## src/rtl/alioth_wb_pkg.sv

```systemverilog
// Shared types and constants for the writeback/commit arbiter.
// Source indices double as the bit positions in every per-source vector.
package alioth_wb_pkg;

  localparam int N_SRC  = 4;
  localparam int ADDR_W = 5;
  localparam int DATA_W = 32;
  localparam int ID_W   = 3;

  localparam int SRC_ALU = 0;
  localparam int SRC_MUL = 1;
  localparam int SRC_DIV = 2;
  localparam int SRC_CSR = 3;

  typedef struct packed {
    logic              we;
    logic [ADDR_W-1:0] rd_addr;
    logic [DATA_W-1:0] rd_data;
    logic [ID_W-1:0]   commit_id;
  } wb_req_t;

endpackage

```

## src/rtl/wbu_commit_arb_if.sv

```systemverilog
// Bundle between the result sources (master) and the commit arbiter (slave),
// covering both the source handshake and the regfile/commit outputs.
interface wbu_commit_arb_if;
  import alioth_wb_pkg::*;

  logic [N_SRC-1:0]             src_valid;
  logic [N_SRC-1:0]             src_ready;
  logic [N_SRC-1:0]             src_we;
  logic [N_SRC-1:0][ADDR_W-1:0] src_rd_addr;
  logic [N_SRC-1:0][DATA_W-1:0] src_rd_data;
  logic [N_SRC-1:0][ID_W-1:0]   src_commit_id;

  logic              reg_we;
  logic [ADDR_W-1:0] reg_waddr;
  logic [DATA_W-1:0] reg_wdata;
  logic              commit_valid;
  logic [ID_W-1:0]   commit_id;

  modport master (
    output src_valid, src_we, src_rd_addr, src_rd_data, src_commit_id,
    input  src_ready, reg_we, reg_waddr, reg_wdata, commit_valid, commit_id
  );

  modport slave (
    input  src_valid, src_we, src_rd_addr, src_rd_data, src_commit_id,
    output src_ready, reg_we, reg_waddr, reg_wdata, commit_valid, commit_id
  );

endinterface

```

## src/rtl/wbu_arb.sv

```systemverilog
// Request vector to one-hot grant. Fixed priority DIV > MUL > CSR > ALU by default;
// defining WBU_RR_ARB_EN switches to round-robin with a pointer that resets to 0.
module wbu_arb
  import alioth_wb_pkg::*;
(
`ifdef WBU_RR_ARB_EN
  input  logic             clk,
  input  logic             rst_n,
`endif
  input  logic [N_SRC-1:0] req,
  output logic [N_SRC-1:0] grant
);

`ifdef WBU_RR_ARB_EN
  localparam int PTR_W = $clog2(N_SRC);

  logic [PTR_W-1:0] ptr;
  logic [PTR_W-1:0] ptr_next;
  logic [PTR_W-1:0] idx;

  // Scan from the pointer; the winner's successor becomes the next starting point.
  always_comb begin
    grant    = '0;
    ptr_next = ptr;
    idx      = '0;
    for (int i = 0; i < N_SRC; i++) begin
      idx = PTR_W'((int'(ptr) + i) % N_SRC);
      if (req[idx] && (grant == '0)) begin
        grant[idx] = 1'b1;
        ptr_next   = PTR_W'((int'(idx) + 1) % N_SRC);
      end
    end
  end

  always_ff @(posedge clk or negedge rst_n) begin
    if (!rst_n) begin
      ptr <= '0;
    end else begin
      ptr <= ptr_next;
    end
  end
`else
  always_comb begin
    grant = '0;
    if (req[SRC_DIV]) begin
      grant[SRC_DIV] = 1'b1;
    end else if (req[SRC_MUL]) begin
      grant[SRC_MUL] = 1'b1;
    end else if (req[SRC_CSR]) begin
      grant[SRC_CSR] = 1'b1;
    end else if (req[SRC_ALU]) begin
      grant[SRC_ALU] = 1'b1;
    end
  end
`endif

endmodule

```

## src/rtl/wbu_commit_arb.sv

```systemverilog
// Writeback/commit arbiter: one hold register per result source, one grant per cycle,
// registered regfile write + commit pulse. Arbitration policy selected by WBU_RR_ARB_EN.
module wbu_commit_arb
  import alioth_wb_pkg::*;
(
  input  logic              clk,
  input  logic              rst_n,
  wbu_commit_arb_if.slave   bus
);

  wb_req_t [N_SRC-1:0] hold;
  logic    [N_SRC-1:0] hold_v;
  logic    [N_SRC-1:0] grant;
  logic    [N_SRC-1:0] ready;
  logic    [N_SRC-1:0] take;
  logic                ready_en;
  wb_req_t             sel;

  logic              reg_we_q;
  logic [ADDR_W-1:0] reg_waddr_q;
  logic [DATA_W-1:0] reg_wdata_q;
  logic              commit_valid_q;
  logic [ID_W-1:0]   commit_id_q;

  wbu_arb u_arb (
`ifdef WBU_RR_ARB_EN
    .clk   (clk),
    .rst_n (rst_n),
`endif
    .req   (hold_v),
    .grant (grant)
  );

  // Ready is held low through reset and rises one edge after release.
  always_ff @(posedge clk or negedge rst_n) begin
    if (!rst_n) begin
      ready_en <= 1'b0;
    end else begin
      ready_en <= 1'b1;
    end
  end

  assign ready = {N_SRC{ready_en}} & (~hold_v | grant);
  assign take  = bus.src_valid & ready;

  // A refill in the same cycle as a grant keeps the entry valid, so a streaming source never bubbles.
  always_ff @(posedge clk or negedge rst_n) begin
    if (!rst_n) begin
      hold   <= '0;
      hold_v <= '0;
    end else begin
      for (int s = 0; s < N_SRC; s++) begin
        if (take[s]) begin
          hold[s]   <= '{we:        bus.src_we[s],
                         rd_addr:   bus.src_rd_addr[s],
                         rd_data:   bus.src_rd_data[s],
                         commit_id: bus.src_commit_id[s]};
          hold_v[s] <= 1'b1;
        end else if (grant[s]) begin
          hold_v[s] <= 1'b0;
        end
      end
    end
  end

  always_comb begin
    sel = '0;
    for (int s = 0; s < N_SRC; s++) begin
      if (grant[s]) begin
        sel = hold[s];
      end
    end
  end

  // x0 writes still retire their ID; address/data only move on a real regfile write.
  always_ff @(posedge clk or negedge rst_n) begin
    if (!rst_n) begin
      reg_we_q       <= 1'b0;
      reg_waddr_q    <= '0;
      reg_wdata_q    <= '0;
      commit_valid_q <= 1'b0;
      commit_id_q    <= '0;
    end else begin
      reg_we_q       <= (|grant) & sel.we & (sel.rd_addr != '0);
      commit_valid_q <= |grant;
      if (|grant) begin
        commit_id_q <= sel.commit_id;
      end
      if ((|grant) && sel.we && (sel.rd_addr != '0)) begin
        reg_waddr_q <= sel.rd_addr;
        reg_wdata_q <= sel.rd_data;
      end
    end
  end

  assign bus.src_ready    = ready;
  assign bus.reg_we       = reg_we_q;
  assign bus.reg_waddr    = reg_waddr_q;
  assign bus.reg_wdata    = reg_wdata_q;
  assign bus.commit_valid = commit_valid_q;
  assign bus.commit_id    = commit_id_q;

endmodule

```

## src/flat_wrapper.sv

```systemverilog
// flat-port wrapper written by rule: the top's interface ports become plain ports
module wbu_commit_arb_flat import alioth_wb_pkg::*;
  (clk, rst_n, bus_src_valid, bus_src_we, bus_src_rd_addr, bus_src_rd_data, bus_src_commit_id, bus_src_ready, bus_reg_we, bus_reg_waddr, bus_reg_wdata, bus_commit_valid, bus_commit_id);
  wbu_commit_arb_if bus_i ();
  input  logic clk;
  input  logic rst_n;
  input wire logic [$bits(bus_i.src_valid)-1:0] bus_src_valid;
  input wire logic [$bits(bus_i.src_we)-1:0] bus_src_we;
  input wire logic [$bits(bus_i.src_rd_addr)-1:0] bus_src_rd_addr;
  input wire logic [$bits(bus_i.src_rd_data)-1:0] bus_src_rd_data;
  input wire logic [$bits(bus_i.src_commit_id)-1:0] bus_src_commit_id;
  output wire logic [$bits(bus_i.src_ready)-1:0] bus_src_ready;
  output wire logic [$bits(bus_i.reg_we)-1:0] bus_reg_we;
  output wire logic [$bits(bus_i.reg_waddr)-1:0] bus_reg_waddr;
  output wire logic [$bits(bus_i.reg_wdata)-1:0] bus_reg_wdata;
  output wire logic [$bits(bus_i.commit_valid)-1:0] bus_commit_valid;
  output wire logic [$bits(bus_i.commit_id)-1:0] bus_commit_id;
  assign bus_i.src_valid = bus_src_valid;
  assign bus_i.src_we = bus_src_we;
  assign bus_i.src_rd_addr = bus_src_rd_addr;
  assign bus_i.src_rd_data = bus_src_rd_data;
  assign bus_i.src_commit_id = bus_src_commit_id;
  assign bus_src_ready = bus_i.src_ready;
  assign bus_reg_we = bus_i.reg_we;
  assign bus_reg_waddr = bus_i.reg_waddr;
  assign bus_reg_wdata = bus_i.reg_wdata;
  assign bus_commit_valid = bus_i.commit_valid;
  assign bus_commit_id = bus_i.commit_id;
  wbu_commit_arb u_core (.clk(clk), .rst_n(rst_n), .bus(bus_i));
endmodule
```

## config.mk

```make
export PLATFORM = sky130hd
export DESIGN_NAME = wbu_commit_arb_flat
export DESIGN_NICKNAME = d
export VERILOG_FILES = /design/src/rtl/alioth_wb_pkg.sv /design/src/rtl/wbu_commit_arb_if.sv /design/src/rtl/wbu_arb.sv /design/src/rtl/wbu_commit_arb.sv /design/src/flat_wrapper.sv
export SDC_FILE = /design/constraint.sdc
export NUM_CORES = 1
export LEC_CHECK = 0
export BUFFER_PORTS_ARGS = -buffer_cell sky130_fd_sc_hd__buf_2
export CORE_ASPECT_RATIO = 1.5
export CORE_MARGIN = 2
export CORE_UTILIZATION = 53
export CTS_CLUSTER_DIAMETER = 80
export DETAILED_ROUTE_END_ITERATION = 12
export PLACE_DENSITY = 0.79
export SETUP_SLACK_MARGIN = 0.02
export SYNTH_ARGS = -nofsm -noshare
export SYNTH_HDL_FRONTEND = slang
export SYNTH_SLANG_ARGS = --single-unit
```

## constraint.sdc

```tcl
create_clock -name clk -period 2.3 [get_ports clk]
set_input_delay 0.23 -clock clk [delete_from_list [all_inputs] [get_ports clk]]
set_output_delay 0.23 -clock clk [all_outputs]
set_load 0.01 [all_outputs]
```

==> summary.md, run 1 <==
| Metric | Value |
|---|---|
| Number of clock buffers inserted by TritonCTS | 21 |
| Dominant combinational cell family by area after synthesis | multiplexers |
| Die Footprint | 17800 µm² |
| Max_slew headroom | 29.4% |
| Growth of design area from synthesis to finish | 42.3% |
| Count of antenna-violating nets left after detailed routing | 0 |
| Setup violation total in the final timing report | 0 |
| Height of the die | 162 µm |
| Cell count after synthesis | approximately 620 |
| Cell area after synthesis | between 8000 and 9000 µm² |
| Outcome | completed |
| Static Leakage | 5.75 nW |
| Max capacitance violation total | 0 |
| Endpoint arrival time on the critical path | 2630 ps |
| Post-synthesis share of cell area spent on xor and xnor gates | 0% |
| Layout cells sized above 1 | a little under half |
| RD Place Congestion | 0.934 |
| CTS Root Buffer Type | clkbuf_16 |
| Per-cell via count in the routed design | 5.77 |
| Core Region | roughly 16000 µm² |
| Maximum number of pins on one net before global-route repair | 73 |
| Worst setup timing slack at the placement stage | 131 ps |
| Worst path top cell family by delay | simple AND/OR/NAND/NOR gates |
| Total power density per cell area | 967 nW/µm² |
| Required arrival time at the worst endpoint | 2730 ps |
| Combinational Power Share | 26.3% |
| Width of the die | 110 µm |
| CTS tree | done |
| Most common cell after layout, fill and taps aside | buf_2 |
| Routed WL per cell | ~22 µm |
| Maximum clock insertion buffer count | 3 |
| Number of buffer cells added on primary ports | 215 |
| Sequential share of the synthesized area | 59.6% |
| Global routing usage summed across all routing layers | 30.4% |
| Count of flip-flops with a built-in enable after synthesis | 0 |
| Worst Tran Pin Value | 1050 ps |
| Vias in the first global route | 7628 |
| Distinct cell type count after synthesis | 33 |
| Setup TNS after final layout | 0 ps |
| Max H-tree Level | 1 |
| Worst IR Drop VDD | 723 µV |
| Wire length of the first global-routing pass | 40700 µm |
| Std cell rows | 57 |
| Critical Path Start Type | flip-flop |
| Largest stage delay, worst path | 840 ps |
| Portion of total power attributed to sequential cells | 45.4% |
| Critical path, cell by cell | buf_4, nor2b_2, a22oi_1, o21ai_0, mux2_2 |
| Clock slew at the register clock pins of the worst setup and hold paths | 60 ps |
| Total gr overflow | 0 |
| Half-perimeter wire length of the detailed placement result | 15800 µm |
| Kind of critical path | flip-flop to flip-flop |
| Top-level I/O count | approximately 220 |
| Fin crit period | 2200 ps |
| Detailed-route via count | 7074 |
| Initial DRC Count | 435 |
| Number of design rule violations left after detail routing | 0 |
| Power share of the clock group | about 28% |
| Max Fanout on Critical Path | 17 |
| Arithmetic-cell share of the synthesized area counting full adders, half adders and majority gates | 0% |
| Max-slew violations | 0 |
| NumNets Final | 1173 |
| RSZ-0062 raised after global routing | no |
| Internal Power | approximately 8.6 mW |
| Effective utilization at floorplan | 54.5% |
| Most used cells in the layout excluding fill and tap cells | 215 x buf_2, 208 x dfrtp_1, 192 x mux2_2, 161 x dlygate4sd3_1, 68 x a22oi_1 |
| Register bit total from synthesis | 211 |
| Reported net switching power | approximately 3.6 mW |
| Post-synth net total | 792 |
| Clock net sink count | roughly 210 |
| Worst setup margin | a little over 100 ps |
| Worst setup EP type | flip-flop |
| Initial antenna violation count | 3 |
| Synth Area per Inst | 14.3 µm² |
| Sw Ratio | between 20 and 30% |
| Async set-or-reset flop fraction in the synthesized netlist | 100% |
| DRT Pass-1 Iters | 5 |
| Critical Path Slowest Stage Cell | nor2b_2 |
| Multiplexer area fraction after synthesis | 25.4% |
| Synth Warn # | 0 |
| Simple-Gate Fraction of Synth Area | roughly 2.1% |
| Class of the tightest hold or removal check | primary input to flip-flop |
| Worst skew pair latency | about 500 ps |
| Achievable frequency | 455 MHz |
| Primary FF master, synth | dfrtp_1 |
| Final Skew | 12.3 ps |
| Compound-gate portion of the synthesized area | 9.92% |
| Number of buffers and inverters on the critical path | 1 |
| Crit share post-route | 95.6% |
| Fin. Hold Viols | 0 |
| WL final | between 20000 and 30000 µm |
power groups by stage:
stage	clock network, mW	registers, mW	logic (mW)
3_3_place_gp	0	5.44	2.74
2_1_floorplan	0	5.44	1.73
6_report	3.44	5.54	3.21
3_5_place_dp	0	5.52	2.89
5_1_grt	3.68	5.61	3.45
4_1_cts	3.48	5.46	3.13
sequential cells by signal (all words and copies together), names as in the netlist:
name and cells:
u_core.hold_v 4, u_core.bus.reg_wdata 32, u_core.bus.commit_id 3, u_core.hold 164, u_core.ready_en 1, u_core.bus.commit_valid 1, u_core.bus.reg_waddr 5, u_core.bus.reg_we 1
cells by family after synthesis:
logic type | after synthesis
other cells | 1
simple gates | 30
flops | 211
compound gates | 130
buf+inv | 51
mux | 199
cell usage after synthesis (2+ instances only):
cell       count  area (µm²)
a21oi_1       10        50.1
a221o_1        3        30.0
a22oi_1       68         510
a2bb2oi_1      4        35.0
and2_1         3        18.8
buf_1          4        15.0
buf_2         15        75.1
buf_4          3        22.5
buf_6          5        56.3
clkbuf_1      17        63.8
dfrtp_1      211        5280
inv_1          7        26.3
mux2_2       192        2160
mux2_4         4        60.1
mux2i_1        3        30.0
nand2_1       14        52.6
nand3b_1       5        37.5
nor2b_1        2        12.5
o21ai_0       38         190
routing by layer:
layer  GRT usage (%)  vias to the layer above  routed length [µm]
li1                -                     3057                   -
met1            34.2                     3565                9550
met2            55.0                      356               14700
met3            4.64                       96                1470
met4            14.8                        0                1290
met5               0                        -                   0
path summary, 6_finish.rpt:
check	from	endpoint	slack, ps	cells after the start
setup / recovery	u_core.hold_v[1]$_DFFE_PN0P_	u_core.bus.reg_wdata[8]$_DFFE_PN0P_	100	5
hold reg to reg	u_core.bus.reg_waddr[4]$_DFFE_PN0P_	u_core.bus.reg_waddr[4]$_DFFE_PN0P_	490	1
min in group asynchronous	rst_n	u_core.bus.reg_wdata[9]$_DFFE_PN0P_	330	2
setup reg to reg	u_core.hold_v[1]$_DFFE_PN0P_	u_core.bus.reg_wdata[8]$_DFFE_PN0P_	100	5
hold / removal	bus_src_rd_data[63]	u_core.hold[75]$_DFFE_PN0P_	20	2
max in group asynchronous	rst_n	u_core.hold_v[1]$_DFFE_PN0P_	1210	3
metrics by stage:
stage | hold WS, ps | cells | total power, mW | area (µm²) | util (%)
5_1_grt | 2.70 | 1227 | 12.7 | 12600 | 77.6
3_3_place_gp | 271 | 1018 | 8.19 | 10200 | 63.0
4_1_cts | 0.853 | 1216 | 12.1 | 12500 | 77.1
2_1_floorplan | -65.6 | 622 | 7.18 | 8860 | -
6_report | 20.3 | 1227 | 12.2 | 12600 | 77.6
3_5_place_dp | 279 | 1018 | 8.41 | 10200 | 63.0
layout make-up:
cell class                 count  area (µm²)
fill                         930        3650
inverter                       7        26.3
clock buffer                  29         586
multi-input combinational    361        3350
timing repair buffer         401        3000
tap                          206         258
sequential                   211        5280
antenna                        3        7.51
clock inverter                 9         103
timing repair:
| action | in CTS | in global routing |
|---|---|---|
| hold endpoints to repair | 228 | 1 |
| hold buffers | 160 | 1 |
| resized for setup | 0 | 2 |
| setup endpoints to repair | 0 | 53 |
| setup buffers | 0 | 6 |
No activity file was read; power rests on OpenSTA's default activity.
==> run 2: changes to the inputs <==
--- a/config.mk
+++ b/config.mk
@@ -8,11 +8,12 @@
 export BUFFER_PORTS_ARGS = -buffer_cell sky130_fd_sc_hd__buf_2
 export CORE_ASPECT_RATIO = 1.5
 export CORE_MARGIN = 2
-export CORE_UTILIZATION = 53
+export CORE_UTILIZATION = 54
 export CTS_CLUSTER_DIAMETER = 80
 export DETAILED_ROUTE_END_ITERATION = 12
-export PLACE_DENSITY = 0.79
+export PLACE_DENSITY = 0.8
 export SETUP_SLACK_MARGIN = 0.02
 export SYNTH_ARGS = -nofsm -noshare
 export SYNTH_HDL_FRONTEND = slang
+export SYNTH_HIERARCHICAL = 1
 export SYNTH_SLANG_ARGS = --single-unit
==> summary.md, run 2 <==
| Metric | Value |
|---|---|
| Beginning of the worst hold path | bus_src_rd_data[126] |
| Fraction of met1 tracks used by global routing | 36.4% |
| Setup violation total in the final timing report | 32 |
| Max H-tree Level | 1 |
| Worst-case reg-to-reg path depth | 9 |
| End of the worst register-to-register path | u_core/bus.reg_wdata[24]$_DFFE_PN0P_ |
| Clock slew at the register clock pins of the worst setup and hold paths | 70 ps |
| Critical Path Slowest Stage Cell | dfrtp_2 |
| Crit share post-route | 106% |
| Cell count after synthesis | 664 |
| CTS Root Buffer Type | clkbuf_16 |
| Worst setup EP type | flip-flop |
| NumNets Final | 1249 |
| Portion of total power attributed to sequential cells | 34.9% |
| Primary FF master, synth | dfrtp_1 |
| Most frequent cells after synthesis | 211 x dfrtp_1, 168 x mux2_2, 51 x nand2_1 |
| Wire length of the first global-routing pass | 45500 µm |
| Biggest area contributors in the synthesized netlist | dfrtp_1 57%, mux2_2 21%, mux2_4 4.6% |
| Effective utilization at floorplan | 55.1% |
| Number of clock buffers inserted by TritonCTS | 21 |
| Outcome | finished with violations |
| Max Fanout on Critical Path | 7 |
| Synth Area per Inst | 13.8 µm² |
| Layout cells sized above 1 | slightly below 50% |
| Number of buffer cells added on primary ports | 215 |
| Violations in the final reports | setup timing |
| Fin. Hold Viols | 0 |
| Fraction of the core area covered by cells at the end of the flow | 80.6% |
| Required arrival time at the worst endpoint | 2680 ps |
| Die Footprint | 18100 µm² |
| Total power density per cell area | around 1500 nW/µm² |
| Worst path top cell family by delay | compound AO/OA/AOI/OAI gates |
| Class of the tightest hold or removal check | primary input to flip-flop |
| Synth Warn # | 6 |
| Initial antenna violation count | 5 |
| Hold path depth | 2 |
| Per-cell via count in the routed design | 5.74 |
| Sw Ratio | roughly a third |
| Number of design rule violations left after detail routing | 0 |
| Critical Path Start Type | flip-flop |
| Most used cells in the layout excluding fill and tap cells | 214 x buf_2, 209 x dfrtp_1, 166 x mux2_2, 163 x dlygate4sd3_1, 47 x nand2_1 |
| Max_slew headroom | approximately three fifths |
| Achievable frequency | 410 MHz |
| Register bit total from synthesis | 211 |
| Sequential share of the synthesized area | 57.4% |
| Maximum number of pins on one net before global-route repair | 62 |
| RD Place Congestion | approximately 0.88 |
| Post-synth net total | around 830 |
| Total gr overflow | 0 |
| Growth of design area from synthesis to finish | 46.4% |
| End point of the worst hold path | u_core/hold[156]$_DFFE_PN0P_ |
| Max capacitance violation total | 0 |
| Final Skew | around 18 ps |
| GR peak layer | met2 |
| Area share of the leading cell type in the synthesized netlist | 57.4% |
| Worst skew pair latency | 500 ps |
| Max-slew violations | 0 |
| Initial DRC Count | roughly 380 |
| Std cell rows | 58 |
| CTS tree | done |
| Largest stage delay, worst path | between 400 and 500 ps |
| Power share of the clock group | between 10% and 20% |
| Internal Power | ~13 mW |
| Fillers | ~880 |
| Worst Tran Pin Value | between 500 and 600 ps |
| Static Leakage | 6.18 nW |
| Clock net sink count | 211 |
| Global routing usage summed across all routing layers | 32.6% |
| Routed WL per cell | 22.6 µm |
| Critical path, cell by cell | nor4b_4, buf_4, nand3b_1, a211o_1, o221a_4, a31oi_4, buf_6, buf_12, mux2_4 |
| Worst setup margin | -140 ps |
| Largest register by flop count | u_core/hold |
| Cell taking the most area after synthesis | dfrtp_1 |
| Maximum clock insertion buffer count | 3 |
| Cell area after synthesis | 9190 µm² |
| Flop2flop setup slack | -140 ps |
| Most common cell after layout, fill and taps aside | buf_2 |
| Width of the die | 111 µm |
| Placed standard-cell area | approximately 11000 µm² |
| Height of the die | between 150 and 200 µm |
| Count of flip-flops with a built-in enable after synthesis | 0 |
| RSZ-0062 raised after global routing | yes |
| Top-level I/O count | around 220 |
| DRT Pass-1 Iters | 5 |
| Count of antenna-violating nets left after detailed routing | 0 |
| Worst IR Drop VDD | around 1200 µV |
| Combinational Power Share | 47.1% |
| Vias in the first global route | 8413 |
| Half-perimeter wire length of the detailed placement result | 15700 µm |
| WL final | 29600 µm |
| Endpoint arrival time on the critical path | roughly 2800 ps |
| Overall power after layout | 19.5 mW |
| Reported net switching power | 6.74 mW |
| Met2 track demand over resource in global routing | about three fifths |
| Async set-or-reset flop fraction in the synthesized netlist | 100% |
| Final std cell area, no fill | 13500 µm² |
| Fin crit period | 2440 ps |
| Startpoint of the most critical register-to-register path | u_core/hold_v[1]$_DFFE_PN0P_ |
| Library cell with the highest instance count after synthesis | dfrtp_1 |
| Number of buffers and inverters on the critical path | 3 |
| Worst setup timing slack at the placement stage | -161 ps |
| Kind of critical path | flip-flop to flip-flop |
| Distinct cell type count after synthesis | 42 |
| Number of flip-flops in the largest register | 164 |
| Core Region | 16700 µm² |
| Met3 layer usage reported by global route | 5.68% |
| Detailed-route via count | between 7k and 8k |
run 2: power groups by stage:
stage	logic [mW]	clock network [mW]	registers, mW
2_1_floorplan	5.34	0	6.52
3_3_place_gp	7.31	0	6.64
3_5_place_dp	7.53	0	6.71
4_1_cts	8.55	3.54	6.69
5_1_grt	9.74	3.71	6.97
6_report	9.21	3.51	6.81
run 2: worst max path at each step:
stage	to	slack, ps	from	cells after the start
4_1_cts	u_core/bus.reg_wdata[24]$_DFFE_PN0P_	-80	u_core/hold_v[3]$_DFFE_PN0P_	9
6_report	u_core/bus.reg_wdata[24]$_DFFE_PN0P_	-140	u_core/hold_v[1]$_DFFE_PN0P_	9
3_5_place_dp	u_core/bus.reg_wdata[31]$_DFFE_PN0P_	-160	u_core/hold_v[1]$_DFFE_PN0P_	7
3_3_place_gp	u_core/bus.reg_wdata[31]$_DFFE_PN0P_	-60	u_core/hold_v[1]$_DFFE_PN0P_	7
5_1_grt	u_core/bus.reg_wdata[1]$_DFFE_PN0P_	-240	u_core/hold_v[3]$_DFFE_PN0P_	9
2_1_floorplan	u_core/bus.reg_wdata[10]$_DFFE_PN0P_	-40	u_core/hold_v[1]$_DFFE_PN0P_	8
run 2: worst reg2reg max path, stage by stage (launching register included):
cell,delay [ps]
dfrtp_2,440
nor4b_4,320
buf_4,170
nand3b_1,120
a211o_1,310
o221a_4,140
a31oi_4,180
buf_6,170
buf_12,150
mux2_4,320
run 2: what timing repair did:
action / CTS / global route
hold buffers: 163 / 0
cloned: 3 / 0
buffers inserted: 9 / 6
endpoints found under the setup margin: 34 / 78
resized for setup: 15 / 14
endpoints found under the hold margin: 219 / 0
pin swaps: 6 / 4
run 2: area by class of cell:
| cell class | count | area, µm² | share of cell area, % |
|---|---|---|---|
| Antenna cell | 6 | 15.0 | 0.112 |
| Clock buffer | 29 | 606 | 4.50 |
| Clock inverter | 8 | 97.6 | 0.725 |
| Inverter | 6 | 22.5 | 0.167 |
| Multi-Input combinational cell | 401 | 3790 | 28.2 |
| Sequential cell | 211 | 5280 | 39.2 |
| Tap cell | 210 | 263 | 1.95 |
| Timing Repair Buffer | 438 | 3380 | 25.1 |
run 2: stage by stage:
| stage | instances | hold slack (ps) | TNS, ps |
|---|---|---|---|
| after global placement | 1086 | 257 | -597 |
| after CTS | 1297 | 0.822 | -1530 |
| final | 1309 | 12.9 | -3630 |
| after detailed placement | 1086 | 257 | -3560 |
| after floorplan | 664 | -65.6 | -945 |
| after global routing | 1309 | 10.2 | -6930 |
run 2: cell families after synthesis:
family	count (synthesis)	share of synthesized area, %
buffers and inverters	52	2.56
other	1	0.0408
AO/OA/AOI/OAI	97	8.78
AND/OR/NAND/NOR	106	5.92
multiplexers	197	25.3
flip-flops	211	57.4
run 2: layer usage:
metal	share of wire (%)	vias up	wire length, µm
met5	0	-	0
met4	6.6	0	1970
met3	5.8	147	1730
met2	52	384	15500
met1	35	3722	10500
li1	-	3261	-
==> run 3: changes to the inputs <==
--- a/config.mk
+++ b/config.mk
@@ -8,10 +8,9 @@
 export BUFFER_PORTS_ARGS = -buffer_cell sky130_fd_sc_hd__buf_2
 export CORE_ASPECT_RATIO = 1.5
 export CORE_MARGIN = 2
-export CORE_UTILIZATION = 54
+export CORE_UTILIZATION = 28
 export CTS_CLUSTER_DIAMETER = 80
 export DETAILED_ROUTE_END_ITERATION = 12
-export PLACE_DENSITY = 0.8
 export SETUP_SLACK_MARGIN = 0.02
 export SYNTH_ARGS = -nofsm -noshare
 export SYNTH_HDL_FRONTEND = slang
==> summary.md, run 3 (synthesized netlist as in run 2, its figures left out) <==
| Metric | Value |
|---|---|
| RD Place Congestion | 0.761 |
| Required arrival time at the worst endpoint | 2690 ps |
| Number of flip-flops in the largest register | 164 |
| Fin crit period | ~2400 ps |
| Initial antenna violation count | 3 |
| Per-cell via count in the routed design | between 4 and 5 |
| Detailed-route via count | 7167 |
| Max-slew violations | 0 |
| Reported net switching power | 6.70 mW |
| Maximum number of pins on one net before global-route repair | 66 |
| End point of the worst hold path | u_core/hold_v[3]$_DFFE_PN0P_ |
| Most common cell after layout, fill and taps aside | buf_2 |
| Die Footprint | 34300 µm² |
| Wire length of the first global-routing pass | 44200 µm |
| Final Skew | 9.65 ps |
| Final Instance Count excl. Fillers | 1521 |
| Flop2flop setup slack | -100 ps |
| NumNets Final | 1259 |
| Max_slew headroom | 63.2% |
| Worst Tran Pin Value | about 550 ps |
| Initial DRC Count | 293 |
| Setup TNS after final layout | -2800 ps |
| RSZ-0062 raised after global routing | yes |
| Setup violation total in the final timing report | 32 |
| Total gr overflow | 0 |
| Sw Ratio | 34.1% |
| CTS tree | done |
| Std cell rows | 81 |
| Fin. Hold Viols | 0 |
| Overall power after layout | 19.7 mW |
| Total power density per cell area | between 1000 and 1500 nW/µm² |
| Endpoint arrival time on the critical path | 2790 ps |
| Critical Path Start Type | flip-flop |
| Global routing usage summed across all routing layers | 16.5% |
| Max capacitance violation total | 0 |
| Max H-tree Level | 1 |
| WL final | 29900 µm |
| Class of the tightest hold or removal check | primary input to flip-flop |
| Number of clock buffers inserted by TritonCTS | 23 |
| Achievable frequency | 417 MHz |
| Number of design rule violations left after detail routing | 0 |
| Growth of design area from synthesis to finish | 51.6% |
| Core Region | 32400 µm² |
| Most used cells in the layout excluding fill and tap cells | 213 x buf_2, 209 x dfrtp_1, 165 x dlygate4sd3_1, 164 x mux2_2, 46 x nand2_1 |
| DRT Pass-1 Iters | 4 |
| Count of antenna-violating nets left after detailed routing | 0 |
| Startpoint of the most critical register-to-register path | u_core/hold_v[1]$_DFFE_PN0P_ |
| Width of the die | 152 µm |
| Worst setup EP type | flip-flop |
| Crit share post-route | 104% |
| Worst-case reg-to-reg path depth | 9 |
| Hold path depth | 4 |
| Maximum clock insertion buffer count | 3 |
| Placed cells | 1293 |
| Clock slew at the register clock pins of the worst setup and hold paths | 60 ps |
| Outcome | finished with violations |
| Combinational Power Share | a little under half |
| Routed WL per cell | 19.7 µm |
| Worst IR Drop VDD | 758 µV |
| Clock net sink count | 211 |
| Worst skew pair latency | around 510 ps |
| Half-perimeter wire length of the detailed placement result | 18600 µm |
| Beginning of the worst hold path | bus_src_valid[3] |
| Vias in the first global route | 7920 |
| Layout cells sized above 1 | 49.1% |
| End of the worst register-to-register path | u_core/bus.reg_wdata[22]$_DFFE_PN0P_ |
| Power share of the clock group | a little under a fifth |
| Number of buffer cells added on primary ports | between 200 and 250 |
| Kind of critical path | flip-flop to flip-flop |
| Largest register by flop count | u_core/hold |
| CTS Root Buffer Type | clkbuf_16 |
| Effective utilization at floorplan | between 20 and 30% |
| Portion of total power attributed to sequential cells | 34.0% |
| Worst setup margin | -97.8 ps |
| Static Leakage | 6.28 nW |
| Top-level I/O count | ~220 |
| Height of the die | 226 µm |
| Max Fanout on Critical Path | 8 |
| Fillers | between 2k and 3k |
| Violations in the final reports | setup timing |
| Internal Power | 13.0 mW |
[run 3: cell types whose count changed in the layout (fill, tap and decap cells not counted), sizes merged]
cell / previous run / this run
buf: 274 / 278
clkinvlp: 0 / 1
dlygate4sd3: 163 / 165
clkinv: 5 / 7
bufinv: 2 / 1
clkbuf: 30 / 35
inv: 7 / 6
diode: 6 / 1
[run 3: cell type report]
type	count	area (µm²)	area share, %
Antenna cell	1	2.50	0.0180
Clock buffer	32	649	4.66
Clock inverter	9	77.6	0.557
Inverter	6	26.3	0.189
Multi-Input combinational cell	401	3830	27.5
Sequential cell	211	5280	37.9
Tap cell	415	519	3.73
Timing Repair Buffer	446	3550	25.4
[run 3: repair_timing]
action | CTS | global route
pin swaps | 5 | 5
hold buffers | 165 | 0
cloned | 2 | 3
setup endpoints to repair | 35 | 38
hold endpoints to repair | 223 | 0
setup buffers | 7 | 9
gates resized for setup | 13 | 29
[run 3: how the worst max path moves through the flow]
| stage | endpoint | slack, ps | depth (start not counted) | startpoint |
|---|---|---|---|---|
| after global placement | u_core/bus.reg_wdata[31]$_DFFE_PN0P_ | -150 | 7 | u_core/hold_v[2]$_DFFE_PN0P_ |
| after detailed placement | u_core/bus.reg_wdata[0]$_DFFE_PN0P_ | -160 | 8 | u_core/hold_v[2]$_DFFE_PN0P_ |
| after floorplan | u_core/bus.reg_wdata[10]$_DFFE_PN0P_ | -40 | 8 | u_core/hold_v[1]$_DFFE_PN0P_ |
| final | u_core/bus.reg_wdata[22]$_DFFE_PN0P_ | -100 | 9 | u_core/hold_v[1]$_DFFE_PN0P_ |
| after CTS | u_core/bus.reg_wdata[16]$_DFFE_PN0P_ | -120 | 9 | u_core/hold_v[3]$_DFFE_PN0P_ |
| after global routing | u_core/bus.reg_wdata[16]$_DFFE_PN0P_ | -200 | 9 | u_core/hold_v[1]$_DFFE_PN0P_ |
[run 3: stage by stage]
stage / hold WS [ps] / utilization, % / area (µm²) / worst slack (ps)
CTS: 153 / 42.1 / 13600 / -116
global placement: 232 / 34.2 / 11100 / -149
global route: 172 / 43.0 / 13900 / -201
floorplan: -65.6 / - / 9260 / -37.0
finish: 176 / 43.0 / 13900 / -97.8
detailed placement: 230 / 34.2 / 11100 / -163
[run 3: power by group through the flow]
stage / clock [mW] / sequential (mW) / combinational, mW
after floorplan: 0 / 6.52 / 5.34
after global placement: 0 / 6.66 / 7.65
after detailed placement: 0 / 6.71 / 7.83
after CTS: 3.72 / 6.66 / 8.72
after global routing: 3.85 / 6.90 / 10.0
final: 3.60 / 6.69 / 9.37
[run 3: layer usage]
| layer | vias up | global-route usage (%) | part of all wire [%] |
|---|---|---|---|
| met5 | - | 0 | 0.090 |
| met1 | 3589 | 19.1 | 40 |
| met4 | 4 | 7.48 | 3.7 |
| met3 | 76 | 2.28 | 4.0 |
| li1 | 3281 | - | - |
| met2 | 217 | 30.2 | 52 |
[run 3: critical path, stage by stage (launching register included)]
cell and delay (ps):
dfrtp_2 450, nor3b_4 280, buf_6 150, clkinvlp_4 120, o22a_1 270, a22oi_4 250
a31oi_4 120, buf_12 170, buf_16 150, mux2_4 300
